[config.mk]
export PLATFORM = sky130hd
export DESIGN_NAME = glitch_pulse_gen
export DESIGN_NICKNAME = d
export VERILOG_FILES = /design/src/rtl/glitch_pulse_gen.sv
export SDC_FILE = /design/constraint.sdc
export NUM_CORES = 1
export LEC_CHECK = 0
export CORE_MARGIN = 2
export CORE_UTILIZATION = 30
export CTS_CLUSTER_SIZE = 12
export DETAILED_ROUTE_END_ITERATION = 8
export SYNTH_ARGS = -nofsm -noshare
export SYNTH_HDL_FRONTEND = slang
export SYNTH_SLANG_ARGS = --single-unit
export TNS_END_PERCENT = 5
[constraint.sdc]
create_clock -name clk -period 5.5 [get_ports clk]
set_input_delay 1.65 -clock clk [delete_from_list [all_inputs] [get_ports clk]]
set_output_delay 1.65 -clock clk [all_outputs]
set_load 0.05 [all_outputs]
[src/rtl/glitch_pulse_gen.sv]
// Purpose : trigger-armed generator of a programmable train of glitch pulses.
// Latency : first pulse goes active cfg_delay+1 cycles after the sampled trigger edge; all outputs registered.
// Backpr. : none; strobes (arm/abort) and trigger are sampled every cycle, arm is ignored outside IDLE.
//
// Ports:
//   clk, rst            - single rising-edge clock, asynchronous active-low reset
//   cfg_delay/width/gap/count - train shape (width/gap/count are "minus one" encoded)
//   arm, abort          - one-cycle strobes; abort wins over everything
//   trigger             - synchronous level, rising edge fires the train while ARMED
//   glitch_out          - pulse output, OUT_POL when active
//   armed, busy, done   - status; done is a one-cycle completion strobe
//   pulse_idx           - 0-based index of the current/last pulse
module glitch_pulse_gen #(
    parameter int unsigned DELAY_W = 32,
    parameter int unsigned WIDTH_W = 8,
    parameter int unsigned GAP_W   = 8,
    parameter int unsigned COUNT_W = 8,
    parameter logic        OUT_POL = 1'b1,
    parameter logic        REARM   = 1'b0
) (
    input  logic               clk,
    input  logic               rst,
    input  logic [DELAY_W-1:0] cfg_delay,
    input  logic [WIDTH_W-1:0] cfg_width,
    input  logic [GAP_W-1:0]   cfg_gap,
    input  logic [COUNT_W-1:0] cfg_count,
    input  logic               arm,
    input  logic               abort,
    input  logic               trigger,
    output logic               glitch_out,
    output logic               armed,
    output logic               busy,
    output logic               done,
    output logic [COUNT_W-1:0] pulse_idx
);

    typedef enum logic [2:0] {
        S_IDLE,
        S_ARMED,
        S_DELAY,
        S_PULSE,
        S_GAP
    } state_t;

    state_t state, state_nxt;

    // Shadow copies of the configuration, captured on arm.
    logic [DELAY_W-1:0] delay_s, delay_s_nxt;
    logic [WIDTH_W-1:0] width_s, width_s_nxt;
    logic [GAP_W-1:0]   gap_s,   gap_s_nxt;
    logic [COUNT_W-1:0] count_s, count_s_nxt;

    // Per-phase down counters, each as wide as the field it times.
    logic [DELAY_W-1:0] dcnt, dcnt_nxt;
    logic [WIDTH_W-1:0] wcnt, wcnt_nxt;
    logic [GAP_W-1:0]   gcnt, gcnt_nxt;

    logic [COUNT_W-1:0] idx_nxt;
    logic               active_nxt;
    logic               done_nxt;

    logic               trig_prev;
    logic               trig_rise;

    assign trig_rise = trigger & ~trig_prev;

    always_comb begin
        state_nxt   = state;
        delay_s_nxt = delay_s;
        width_s_nxt = width_s;
        gap_s_nxt   = gap_s;
        count_s_nxt = count_s;
        dcnt_nxt    = dcnt;
        wcnt_nxt    = wcnt;
        gcnt_nxt    = gcnt;
        idx_nxt     = pulse_idx;
        active_nxt  = 1'b0;
        done_nxt    = 1'b0;

        if (abort) begin
            state_nxt = S_IDLE;
        end else begin
            case (state)
                S_IDLE: begin
                    if (arm) begin
                        delay_s_nxt = cfg_delay;
                        width_s_nxt = cfg_width;
                        gap_s_nxt   = cfg_gap;
                        count_s_nxt = cfg_count;
                        idx_nxt     = '0;
                        state_nxt   = S_ARMED;
                    end
                end
                S_ARMED: begin
                    if (trig_rise) begin
                        dcnt_nxt  = delay_s;
                        idx_nxt   = '0;
                        state_nxt = S_DELAY;
                    end
                end
                S_DELAY: begin
                    // Counter reaching zero means this edge is edge E+delay+1.
                    if (dcnt == '0) begin
                        wcnt_nxt   = width_s;
                        active_nxt = 1'b1;
                        state_nxt  = S_PULSE;
                    end else begin
                        dcnt_nxt = dcnt - 1'b1;
                    end
                end
                S_PULSE: begin
                    if (wcnt == '0) begin
                        // Comparing the index (instead of counting up to count+1)
                        // keeps an all-ones count from overflowing the counter.
                        if (pulse_idx == count_s) begin
                            done_nxt  = 1'b1;
                            state_nxt = REARM ? S_ARMED : S_IDLE;
                        end else begin
                            gcnt_nxt  = gap_s;
                            state_nxt = S_GAP;
                        end
                    end else begin
                        wcnt_nxt   = wcnt - 1'b1;
                        active_nxt = 1'b1;
                    end
                end
                S_GAP: begin
                    if (gcnt == '0) begin
                        wcnt_nxt   = width_s;
                        idx_nxt    = pulse_idx + 1'b1;
                        active_nxt = 1'b1;
                        state_nxt  = S_PULSE;
                    end else begin
                        gcnt_nxt = gcnt - 1'b1;
                    end
                end
                default: state_nxt = S_IDLE;
            endcase
        end
    end

    always_ff @(posedge clk or negedge rst) begin
        if (!rst) begin
            state      <= S_IDLE;
            delay_s    <= '0;
            width_s    <= '0;
            gap_s      <= '0;
            count_s    <= '0;
            dcnt       <= '0;
            wcnt       <= '0;
            gcnt       <= '0;
            trig_prev  <= 1'b0;
            glitch_out <= ~OUT_POL;
            armed      <= 1'b0;
            busy       <= 1'b0;
            done       <= 1'b0;
            pulse_idx  <= '0;
        end else begin
            state      <= state_nxt;
            delay_s    <= delay_s_nxt;
            width_s    <= width_s_nxt;
            gap_s      <= gap_s_nxt;
            count_s    <= count_s_nxt;
            dcnt       <= dcnt_nxt;
            wcnt       <= wcnt_nxt;
            gcnt       <= gcnt_nxt;
            trig_prev  <= trigger;
            glitch_out <= active_nxt ? OUT_POL : ~OUT_POL;
            armed      <= (state_nxt == S_ARMED);
            busy       <= (state_nxt == S_DELAY) || (state_nxt == S_PULSE) ||
                          (state_nxt == S_GAP);
            done       <= done_nxt;
            pulse_idx  <= idx_nxt;
        end
    end

endmodule

Word level (Yosys, flattened, before mapping)
Cells that the tools add are included.

word-level totals
  register bits = 120
  input bits = 61
  output and inout bits = 12

operators by class
  $add $sub $neg = 4
  equal/unequal tests = 18
  mux-type cells = 33
  bitwise logic cells = 3
  reductions and logical operators = 15

operators by type and width
  cell                                                count
  two-way mux 8 bit                                   9
  two-way mux 32 bit                                  2
  case mux 32 bit (2 select lines)                    1
  case mux 8 bit (3 select lines)                     2
  logical NOT 32 bit                                  1
  subtractor 32 x 1 -> 32 bit, second input constant  1
  two-way mux 3 bit                                   7
  inequality test 2 bit, second input constant        9
  logical NOT 8 bit                                   2
  case mux 8 bit (2 select lines)                     1
  subtractor 8 x 1 -> 8 bit, second input constant    2
  case mux 3 bit (5 select lines)                     1
  AND reduction 5 bit                                 3
  == test 3 x 2 -> 1 bit, second input constant       4
  two-way mux 1 bit                                   9
  adder 8 x 1 -> 8 bit, second input constant         1
  == test 8 bit                                       1
  == test 3 x 1 -> 1 bit, second input constant       2
  == test 3 bit, second input constant                2
  nonzero test 3 bit                                  2
  AND reduction 4 bit                                 1
  nonzero test 2 bit                                  2
  logical NOT 3 bit                                   1
  case mux 1 bit (3 select lines)                     1
  4 further kinds                                     6

Longest topological paths before layout
  depth in word-level cells = 8
  gate-level depth with buffers = 9
  mapped depth without buffers = 8

Worst setup path after synthesis
Ideal clock, no wire load.

  path type = input to register
  start point = input trigger
  end point = register dcnt[10]
  setup time = 121 ps
  arrival = 3047 ps
  required time = 5379 ps
  path slack = 2332 ps
  cell stages on the path = 7
  path buffers = 2
  cell sequence = or4bb_1 a21oi_1 and2_0 buf_2 buf_2 nand3_1 a22o_1

between the ends
  cells in the longest elaborated chain, start to end = 3

RTL lines
  what                             line  text
  start: declaration               29    input logic trigger,
  AND 1 bit                        65    assign trig_rise = trigger & ~trig_prev;
  inequality test 2 bit (no line)  -
  AND reduction 4 bit (no line)    -
  end signal: assignment           164   dcnt <= dcnt_nxt;
  end: declaration                 54    logic [DELAY_W-1:0] dcnt, dcnt_nxt;

No other way between the ends.
A chain may end at the register's enable or synchronous reset.

Worst setup path in the final report
  start point = input trigger
  end point = register dcnt[18]

The elaborated chain is that of the path after synthesis.

==> reports/qor.txt <==
initial antenna violation count - 1
Total Routing Usage GR - 14.7%
diode count - 0
status - complete, no violations
placeable core area - 0.0202 sq mm
via count - 4,769
Clock Latency Late Sink - 0.42 ns
CTS sink count - 120
CP Class - in -> reg
max cap viols - 0
Layout Nets - 713
final worst path period need - 4.04 ns
Synth top area share - 48.7%
Critical Path RT - 5.80 ns
post-synthesis sequential area ratio - 48.7%
post-cts resize count - 0
post-layout util - 37.8%
Num CTS Buffers - 17
setup bufs post-CTS - 0
Initial DRC Count - 382
Worst Tran Pin Value - 1.02 ns
CTS tree - done
RSZ-0062 raised after global routing - no
largest area contributor in the netlist - dfrtp_1
Tcrit/Tclk final - 73.5%
layout cells sized above 1 - 17.0%
hold_ws - 0.493 ns
worst min path class - reg -> reg
synthesized instance count - 589
Layout area overhead - 24.2%
IO Count - 73
DRT antenna net count - 0
CP max FO - 14
routability cong. - 0.798
Leak Pwr - 2.98 nW
maximum vdd drop - 0.000227 V
largest cells by area after synthesis - dfrtp_1 (49%), mux2_2 (10%), o2bb2ai_1 (3.4%)
DP HPWL - 9.99 mm
Die Width - 147 um
number of enable flip-flop cells after synthesis - 0
Synth Warn # - 0
Finish-stage setup viols - 0
Worst-path clk slew - 0.05 ns
Worst Setup Start Kind - input pin
worst rel slew slack - 31.8%
clock root cell - clkbuf_16
first-pass GRT wire length - 25.5 mm
Filler cells - 2,008
Cell Area, Synth - 0.00617 sq mm
die height - 147 um
CP Capture Type - register
Die ar. - 0.0217 sq mm
Top FF cell, synth - dfrtp_1
hold_buf cts - 0
f_max - 0.247 GHz
synthesized flop and latch total - 120
grt total ovfl - 0
H-tree depth - 4
Setup TNS - 0 ns
vias per cell - 5.13
Pwr Density - 388 mW/mm^2
largest net degree at the start of global routing - 64
wire per inst - 16.1 um
Starting Density - 30.5%
ys async rst share - 100%
Pre-Repair DR Iteration Count - 5
Yosys cell types - 66
vias in the first global route - 4,809
Final Slew Violations - 0
# rows - 52
Residual DRC - 0
clock tree buffer depth - 2
Mean Syn Cell Area - 10.5 sq um
CP arrival - 4.35 ns
syn_nets - 654
DRT Wirelength - 15.0 mm
skew final - 0.00860 ns
final hold violation count - 0
PortBufs - 72
## cell type report
class / instances / area [sq um] / area share [%]
clock buffers: 22 / 464 / 6.06
clock inverters: 9 / 52.6 / 0.686
inverters: 10 / 37.5 / 0.490
multi-input cells: 418 / 2980 / 38.9
flip-flops and latches: 120 / 3000 / 39.2
well taps: 270 / 338 / 4.41
repair buffers: 81 / 786 / 10.3
## kinds of logic (layout without fill, tap and decap cells)
kind of cell,after synthesis,after routing,synth area share [%]
adders and majority gates,4,4,0.812
xor gates and xnor gates,14,14,1.99
buffers and inverters,51,122,3.49
and+or+nand+nor,169,169,14.9
DFF,120,120,48.7
AOI/OAI and AO/OA,172,172,19.4
muxes,59,59,10.7
## cell usage in the layout (no fill, tap or decap), types with 7 or more instances in the layout
cell type,count
nand3_1,16
xor2_1,8
nor3_1,30
nor4_1,14
a22oi_1,7
dfrtp_1,120
a21oi_1,41
o2bb2ai_1,24
clkbuf_16,17
clkdlybuf4s50_1,71
inv_1,9
nand2b_1,12
o21ai_0,23
o221ai_1,9
nor2_1,34
nand2_1,24
a31oi_1,17
buf_4,10
mux2_2,57
## final timing paths
path / from / end / slack [ns] / depth (start not counted)
min in group asynchronous: rst / count_s[7]$_DFFE_PN0P_ / 1.33 / 1
min: wcnt[7]$_DFFE_PN0P_ / wcnt[7]$_DFFE_PN0P_ / 0.49 / 1
max: trigger / dcnt[18]$_DFFE_PN0P_ / 1.46 / 6
max in group asynchronous: rst / dcnt[22]$_DFFE_PN0P_ / 3.25 / 2
max reg2reg: state[1]$_DFF_PN0_ / dcnt[18]$_DFFE_PN0P_ / 2.67 / 5
min reg2reg: wcnt[7]$_DFFE_PN0P_ / wcnt[7]$_DFFE_PN0P_ / 0.49 / 1
## cell usage after synthesis, types with 4 or more instances
cell       number
dfrtp_1       120
mux2_2         57
a21oi_1        41
nor2_1         34
nor3_1         30
clkbuf_1       27
nand2_1        25
o2bb2ai_1      24
o21ai_0        23
a31oi_1        17
nand3_1        16
nor4_1         14
buf_2          13
nand2b_1       12
inv_1           9
o221ai_1        9
xor2_1          8
a22oi_1         7
o211ai_1        6
o31ai_1         6
o41ai_1         6
or3_1           6
xnor2_1         6
a31o_2          4
ha_1            4
nor3b_1         4
## power breakdown
part / internal [mW] / switching [mW] / total, mW / leakage [nW]
logic: 0.332 / 0.297 / 0.629 / 1.26
clock network: 0.590 / 0.382 / 0.972 / 0.251
registers: 1.13 / 0.239 / 1.37 / 1.48
total: 2.05 / 0.919 / 2.97 / 2.98
## flip-flops by register name, indices dropped and copies added (netlist names)
register / flops
gap_s: 8
pulse_idx: 8
gcnt: 8
count_s: 8
width_s: 8
done: 1
dcnt: 32
wcnt: 8
armed: 1
delay_s: 32
trig_prev: 1
busy: 1
glitch_out: 1
state: 3
## routing by layer
layer	vias up	track usage [%]	wire [um]	share of wire, %
li1	2371	-	-	-
met1	2291	21.5	7570	51
met2	93	21.0	6710	45
met3	12	4.19	531	3.5
met4	2	4.62	134	0.90
met5	-	0	11	0.074
## through the flow
step           std cells  worst slack (ns)  power [mW]  area (sq um)
2_1_floorplan        589              2.33        1.78          6170
4_1_cts              930              1.53        3.00          7660
6_report             930              1.46        2.97          7660
3_3_place_gp         899              1.10        1.99          7140
5_1_grt              930              1.31        3.17          7660
3_5_place_dp         899              1.09        2.01          7140
## worst max-delay path: stages
cell,delay [ns]
clkdlybuf4s50_1,0.50
or4bb_1,0.48
a21oi_1,0.23
and2_0,0.61
nand2_1,0.53
o22a_1,0.34
Power figures use the tool's default switching activity.
